## src/rtl/xbee_pkg.sv

```systemverilog
// Shared constants, event encoding and message byte table for the XBee status-message scheduler.
package xbee_pkg;

  typedef logic [3:0] evt_t;  // {type, colour}

  localparam logic EvtNode   = 1'b0;
  localparam logic EvtSupply = 1'b1;

  localparam logic [2:0] ColorFire     = 3'd1;
  localparam logic [2:0] ColorCritical = 3'd2;

  localparam logic [3:0] NodeMsgLen   = 4'd7;
  localparam logic [3:0] SupMsgLen    = 4'd9;
  localparam logic [3:0] NodeCountMax = 4'd9;

  localparam logic [7:0] AsciiHash = 8'h23;
  localparam logic [7:0] AsciiDash = 8'h2D;
  localparam logic [7:0] Ascii0    = 8'h30;
  localparam logic [7:0] AsciiC    = 8'h43;
  localparam logic [7:0] AsciiD    = 8'h44;
  localparam logic [7:0] AsciiE    = 8'h45;
  localparam logic [7:0] AsciiF    = 8'h46;
  localparam logic [7:0] AsciiI    = 8'h49;
  localparam logic [7:0] AsciiN    = 8'h4E;
  localparam logic [7:0] AsciiO    = 8'h4F;
  localparam logic [7:0] AsciiS    = 8'h53;
  localparam logic [7:0] AsciiT    = 8'h54;
  localparam logic [7:0] AsciiW    = 8'h57;

  typedef enum logic [2:0] {StIdle, StLoad, StSend, StWaitAck, StWaitDone} state_e;

  function automatic logic [7:0] msg_byte(input evt_t entry, input logic [3:0] idx,
                                          input logic [3:0] count);
    logic [7:0] b;
    logic [7:0] c1;
    logic [7:0] c2;
    b = 8'h00;
    case (entry[2:0])
      ColorFire:     begin c1 = AsciiF; c2 = AsciiI; end
      ColorCritical: begin c1 = AsciiC; c2 = AsciiT; end
      default:       begin c1 = AsciiC; c2 = AsciiS; end
    endcase
    case ({entry[3], idx})
      5'h00: b = AsciiN;
      5'h01: b = AsciiO;
      5'h02: b = AsciiD;
      5'h03: b = AsciiE;
      5'h04: b = Ascii0 + {4'd0, count};
      5'h05: b = AsciiDash;
      5'h06: b = AsciiHash;
      5'h10: b = AsciiS;
      5'h11: b = AsciiI;
      5'h12: b = AsciiDash;
      5'h13: b = AsciiW;
      5'h14: b = AsciiDash;
      5'h15: b = c1;
      5'h16: b = c2;
      5'h17: b = AsciiDash;
      5'h18: b = AsciiHash;
      default: b = 8'h00;
    endcase
    return b;
  endfunction

endpackage

```

## src/rtl/xbee_evt_fifo.sv

```systemverilog
// Event queue with two write ports (node slot first) and one read port; caller qualifies writes.
module xbee_evt_fifo
  import xbee_pkg::*;
#(
  parameter int unsigned FIFO_DEPTH = 4
) (
  input  logic CLOCK,
  input  logic rst,
  input  logic wr0_en_i,
  input  evt_t wr0_data_i,
  input  logic wr1_en_i,
  input  evt_t wr1_data_i,
  input  logic rd_en_i,
  output evt_t rd_data_o,
  output logic full_o,
  output logic one_free_o,
  output logic empty_o
);

  localparam int unsigned AW = $clog2(FIFO_DEPTH);
  localparam int unsigned PW = AW + 1;

  evt_t          mem_q [FIFO_DEPTH];
  logic [PW-1:0] wptr_q, wptr_d, rptr_q, rptr_d, wr1_ptr, used;

  // Second write lands behind the first when both are accepted.
  assign wr1_ptr = wptr_q + PW'(wr0_en_i);
  assign used    = wptr_q - rptr_q;
  assign wptr_d  = wptr_q + PW'(wr0_en_i) + PW'(wr1_en_i);
  assign rptr_d  = rptr_q + PW'(rd_en_i);

  assign empty_o    = (wptr_q == rptr_q);
  assign full_o     = (wptr_q == {~rptr_q[AW], rptr_q[AW-1:0]});
  assign one_free_o = (used == PW'(FIFO_DEPTH - 1));
  assign rd_data_o  = mem_q[rptr_q[AW-1:0]];

  always_ff @(posedge CLOCK) begin
    if (wr0_en_i) mem_q[wptr_q[AW-1:0]] <= wr0_data_i;
    if (wr1_en_i) mem_q[wr1_ptr[AW-1:0]] <= wr1_data_i;
  end

  always_ff @(posedge CLOCK) begin
    if (!rst) begin
      wptr_q <= '0;
      rptr_q <= '0;
    end else begin
      wptr_q <= wptr_d;
      rptr_q <= rptr_d;
    end
  end

endmodule

```

## src/rtl/xbee_msg_scheduler.sv

```systemverilog
// Queues node/supply events and streams their ASCII messages to the UART transmitter byte by byte.
module xbee_msg_scheduler
  import xbee_pkg::*;
#(
  parameter int unsigned FIFO_DEPTH  = 4,
  parameter int unsigned ACK_TIMEOUT = 8
) (
  input  logic       CLOCK,
  input  logic       rst,
  input  logic       node_req_i,
  input  logic       sup_req_i,
  input  logic [2:0] sup_color_i,
  input  logic       tx_busy_i,
  output logic       tx_start_o,
  output logic [7:0] tx_byte_o,
  output logic [3:0] node_count_o,
  output logic       evt_overflow_o,
  output logic       sched_idle_o
);

  localparam int unsigned TW = $clog2(ACK_TIMEOUT) + 1;

  state_e        state_q, state_d;
  evt_t          entry_q, entry_d, fifo_rdata;
  logic [3:0]    idx_q, idx_d, node_count_q, node_count_d, last_idx;
  logic [7:0]    tx_byte_q, tx_byte_d;
  logic [TW-1:0] to_cnt_q, to_cnt_d;
  logic          busy_q, ovf_q;
  logic          pop, fifo_full, fifo_one_free, fifo_empty;
  logic          room_one, room_two, wr0_ok, wr1_ok, drop;

  // A pop in the same cycle frees a slot before the writes are judged.
  assign room_one = !fifo_full || pop;
  assign room_two = !fifo_full && (pop || !fifo_one_free);
  assign wr0_ok   = node_req_i && room_one;
  assign wr1_ok   = sup_req_i && (node_req_i ? room_two : room_one);
  assign drop     = (node_req_i && !wr0_ok) || (sup_req_i && !wr1_ok);

  xbee_evt_fifo #(
    .FIFO_DEPTH(FIFO_DEPTH)
  ) u_fifo (
    .CLOCK      (CLOCK),
    .rst        (rst),
    .wr0_en_i   (wr0_ok),
    .wr0_data_i ({EvtNode, 3'b000}),
    .wr1_en_i   (wr1_ok),
    .wr1_data_i ({EvtSupply, sup_color_i}),
    .rd_en_i    (pop),
    .rd_data_o  (fifo_rdata),
    .full_o     (fifo_full),
    .one_free_o (fifo_one_free),
    .empty_o    (fifo_empty)
  );

  assign last_idx = (entry_q[3] == EvtSupply) ? SupMsgLen - 4'd1 : NodeMsgLen - 4'd1;

  always_comb begin
    state_d      = state_q;
    entry_d      = entry_q;
    idx_d        = idx_q;
    tx_byte_d    = tx_byte_q;
    node_count_d = node_count_q;
    to_cnt_d     = to_cnt_q;
    pop          = 1'b0;
    case (state_q)
      StIdle: if (!fifo_empty) state_d = StLoad;
      StLoad: begin
        pop       = 1'b1;
        entry_d   = fifo_rdata;
        idx_d     = 4'd0;
        tx_byte_d = msg_byte(fifo_rdata, 4'd0, node_count_q);
        if (fifo_rdata[3] == EvtNode && node_count_q != NodeCountMax) begin
          node_count_d = node_count_q + 4'd1;
        end
        state_d   = StSend;
      end
      StSend: begin
        to_cnt_d = '0;
        state_d  = StWaitAck;
      end
      StWaitAck: begin
        if (busy_q) begin
          state_d = StWaitDone;
        end else if (to_cnt_q == TW'(ACK_TIMEOUT - 1)) begin
          state_d = StSend;  // byte and index untouched: re-issue
        end else begin
          to_cnt_d = to_cnt_q + TW'(1);
        end
      end
      StWaitDone: begin
        if (!busy_q) begin
          if (idx_q == last_idx) begin
            state_d = StIdle;
          end else begin
            idx_d     = idx_q + 4'd1;
            tx_byte_d = msg_byte(entry_q, idx_q + 4'd1, node_count_q);
            state_d   = StSend;
          end
        end
      end
      default: state_d = StIdle;
    endcase
  end

  always_ff @(posedge CLOCK) begin
    if (!rst) begin
      state_q      <= StIdle;
      entry_q      <= '0;
      idx_q        <= '0;
      tx_byte_q    <= 8'h00;
      node_count_q <= '0;
      to_cnt_q     <= '0;
      busy_q       <= 1'b0;
      ovf_q        <= 1'b0;
    end else begin
      state_q      <= state_d;
      entry_q      <= entry_d;
      idx_q        <= idx_d;
      tx_byte_q    <= tx_byte_d;
      node_count_q <= node_count_d;
      to_cnt_q     <= to_cnt_d;
      busy_q       <= tx_busy_i;
      ovf_q        <= ovf_q | drop;
    end
  end

  assign tx_start_o     = (state_q == StSend);
  assign tx_byte_o      = tx_byte_q;
  assign node_count_o   = node_count_q;
  assign evt_overflow_o = ovf_q;
  assign sched_idle_o   = (state_q == StIdle) && fifo_empty;

endmodule
```

## config.mk

```make
export PLATFORM = sky130hd
export DESIGN_NAME = xbee_msg_scheduler
export DESIGN_NICKNAME = d
export VERILOG_FILES = /design/src/rtl/xbee_pkg.sv /design/src/rtl/xbee_evt_fifo.sv /design/src/rtl/xbee_msg_scheduler.sv
export SDC_FILE = /design/constraint.sdc
export NUM_CORES = 1
export LEC_CHECK = 0
export BUFFER_PORTS_ARGS = -buffer_cell sky130_fd_sc_hd__buf_2
export CORE_UTILIZATION = 33
export CTS_CLUSTER_DIAMETER = 30
export DETAILED_ROUTE_END_ITERATION = 8
export PLACE_DENSITY_LB_ADDON = 0.25
export SETUP_SLACK_MARGIN = 0.1
export SLEW_MARGIN = 5
export SYNTH_ARGS = -nofsm -noshare
export SYNTH_HDL_FRONTEND = slang
export SYNTH_SLANG_ARGS = --single-unit
```

## constraint.sdc

```tcl
create_clock -name CLOCK -period 3.6 [get_ports CLOCK]
set_input_delay 0.72 -clock CLOCK [delete_from_list [all_inputs] [get_ports CLOCK]]
set_output_delay 0.72 -clock CLOCK [all_outputs]
set_load 0.01 [all_outputs]
```

==> results.json <==
{
  "hp-class": "reg2reg",
  "die_width_um": 97.3,
  "worstSkewPairLatency_ns": 0.32,
  "start_util_pct": 34.2,
  "internal-power_mw": 1.31,
  "routed-via-count": 2335,
  "nFillCells": 898,
  "postCtsHoldBufs": 0,
  "synth.cell_area_um2": 3000,
  "drv_slew": 0,
  "routedWlPerCell_um": 14.3,
  "drv_cap": 0,
  "yosysWarnings": 0,
  "grt_pass1_vias": 2150,
  "slew_headroom_pct": 54.6,
  "hold_violations": 0,
  "muxShareOfSynthArea_pct": 3.34,
  "grt_setup_unrepaired": "no",
  "pin_count": 23,
  "grt-ovfl-total": 0,
  "cts_made_buffers": 5,
  "worstMarginPinSlew_ns": 0.680,
  "finalWeightedCongestion": 0.830,
  "place_inst": 440,
  "fin_crit_sh_pct": 78.5,
  "crit_required_ns": 3.64,
  "synth_top_area_cell": "dfxtp_1",
  "path_max_fanout": 10,
  "grt_max_degree": 22,
  "status": "finished clean",
  "wirelength_mm": 6.42,
  "setup_viol": 0,
  "cts_tree": "yes",
  "track_usage_pct": 13.8,
  "synth.area.top_cells": "dfxtp_1 (25%), edfxtp_1 (12%), ha_1 (6.7%)",
  "ant_nets": 0,
  "core_region_area_um2": 8760,
  "cts_setup_buffers": 0,
  "std_cell_rows": 34,
  "synthAdderAreaFrac_pct": 7.35,
  "cts_sinks": 50,
  "cp-start-kind": "flop",
  "power_leakage_nw": 1.30,
  "clk_pin_slew_ns": 0.12,
  "clock_path_buffers": 2,
  "drtIter0Drc": 59,
  "yosys.area_share.simple_pct": 23.3,
  "io_buffer_count": 21,
  "p_per_area_nw_per_um2": 657,
  "fin_crit_ns": 2.83,
  "skew_ns": 0.0202,
  "sw_frac_of_total_pct": 38.6,
  "combPwrFrac_pct": 39.1,
  "regArea_um2": 1120,
  "drive_gt1_share_pct": 12.9,
  "antenna_cells": 0,
  "fp.dieH_um": 97.3,
  "synth.avg_cell_area_um2": 9.19,
  "multiInputGateArea_um2": 1710,
  "areaGrowthSynthToFinish_pct": 8.64,
  "end_kind": "flop",
  "synth-edff-count": 12,
  "max_freq_mhz": 354,
  "peakVddDrop_mv": 0.300,
  "synth_fp_nets": 351,
  "dieArea_um2": 9470,
  "layout.cells.non_filler": 448,
  "finalSetupTns_ns": 0,
  "synth_cell_types": 73,
  "seq_area_frac_synth_pct": 37.4,
  "nets": 364,
  "yosysMostFrequentCell": "dfxtp_1",
  "drc": 0,
  "grt_pass1_wl_mm": 10.5,
  "synth_top_cells_by_count": "dfxtp_1 (38), nor2_1 (29), nand2_1 (26)",
  "grt_antenna_before_repair": 0,
  "drt_pass1_iterations": 4,
  "synth_compound_area_share_pct": 18.2,
  "postSynthCellCount": 326,
  "async_flop_share_pct": 0,
  "arrival_ns": 2.87,
  "vias_per_cell": 5.21,
  "power.share.sequential_pct": 43.5,
  "power_frac_clock_pct": 17.4,
  "power_switching_uw": 826,
  "synth_top_family_by_area": "simple AND/OR/NAND/NOR gates",
  "htreeDepth": 2,
  "ys.flop_type": "dfxtp_1",
  "synthXorXnorAreaFrac_pct": 4.84,
  "synth_top_area_share_pct": 25.4,
  "cts_root_buffer": "clkbuf_8",
  "worstSetupPathType": "reg2reg",
  "dp_hpwl_mm": 4.75,
  "cts_resized": 0,
  "ys_ff_latch": 50,
  "hold-worst-slack_ns": 0.488
}
-- final timing paths --
kind	startpoint	end	slack (ns)	cells after the start
worst max register to register	state_q[2]	u_fifo.mem_q[1][0]	0.77	9
worst min-delay path	tx_byte_o[5]	tx_byte_o[5]	0.49	2
worst max-delay path	state_q[2]	u_fifo.mem_q[1][0]	0.77	9
worst min register to register	tx_byte_o[5]	tx_byte_o[5]	0.49	2
-- cell type report --
cell class | instances | area share (%)
repair buffers | 22 | 3.46
well taps | 108 | 4.15
flip-flops and latches | 50 | 34.4
inverters | 19 | 2.34
multi-input cells | 241 | 52.6
clock buffers | 5 | 2.11
clock inverters | 3 | 0.884
-- state kept, by name (all words and copies together) (netlist names) --
| signal | count |
|---|---|
| tx_byte_o | 7 |
| entry_q | 4 |
| evt_overflow_o | 1 |
| state_q | 3 |
| to_cnt_q | 4 |
| u_fifo.rptr_q | 3 |
| node_count_o | 4 |
| idx_q | 4 |
| busy_q | 1 |
| u_fifo.mem_q | 16 |
| u_fifo.wptr_q | 3 |
-- layer usage --
layer	global-route usage, %	wire length, um	vias to the layer above
met3	2.59	204	8
met1	17.9	3100	1093
met5	0	0	-
li1	-	-	1186
met4	4.75	76	0
met2	23.1	3040	48
-- cell families (layout without fill, tap and decap cells) --
family,after synthesis,count (layout)
AND/OR/NAND/NOR,128,128
AO/OA/AOI/OAI,75,75
flip-flops,50,50
buffers and inverters,35,49
adder cells (fa/ha/maj),17,17
XOR/XNOR,15,15
multiplexers,5,5
other,1,1
-- power by group through the flow --
stage          registers, mW  logic (mW)  clock network (mW)
2_1_floorplan          0.894       0.685                   0
3_3_place_gp           0.940       0.837                   0
3_5_place_dp           0.944       0.845                   0
4_1_cts                0.931       0.849               0.381
5_1_grt                0.959       0.946               0.398
6_report               0.931       0.837               0.372
-- worst max-delay path: stages, from the launching register on --
cell and delay, ns:
dfxtp_1 0.49, or3b_1 0.36, inv_6 0.08, or3_4 0.42, nand2_1 0.13, inv_1 0.07, ha_1 0.18, ha_1 0.34
and3b_1 0.29, nand2b_1 0.18
-- through the flow --
stage                     util [%]  worst slack, ns  total power [mW]  cell area, um2
after CTS                     37.2            0.790              2.16            3260
after floorplan                  -             1.02              1.58            3000
after global placement        36.0            0.843              1.78            3160
after detailed placement      36.0            0.779              1.79            3160
after global routing          37.2            0.560              2.30            3260
final                         37.2            0.773              2.14            3260
-- placed cells by master (no fill, tap or decap), types with 4 or more instances in the layout --
cell / n
o21ai_0: 10
clkbuf_8: 5
o21a_1: 4
ha_1: 16
nand3_1: 4
and2_1: 22
nor3_1: 5
nor2_1: 29
dfxtp_1: 38
a21oi_1: 15
mux4_2: 4
inv_1: 17
nand2b_1: 9
edfxtp_1: 12
xnor2_1: 9
xor2_1: 5
and3_1: 4
nand2_1: 26
buf_2: 21
a21o_1: 5
o22ai_1: 5
Power figures use the tool's default switching activity.
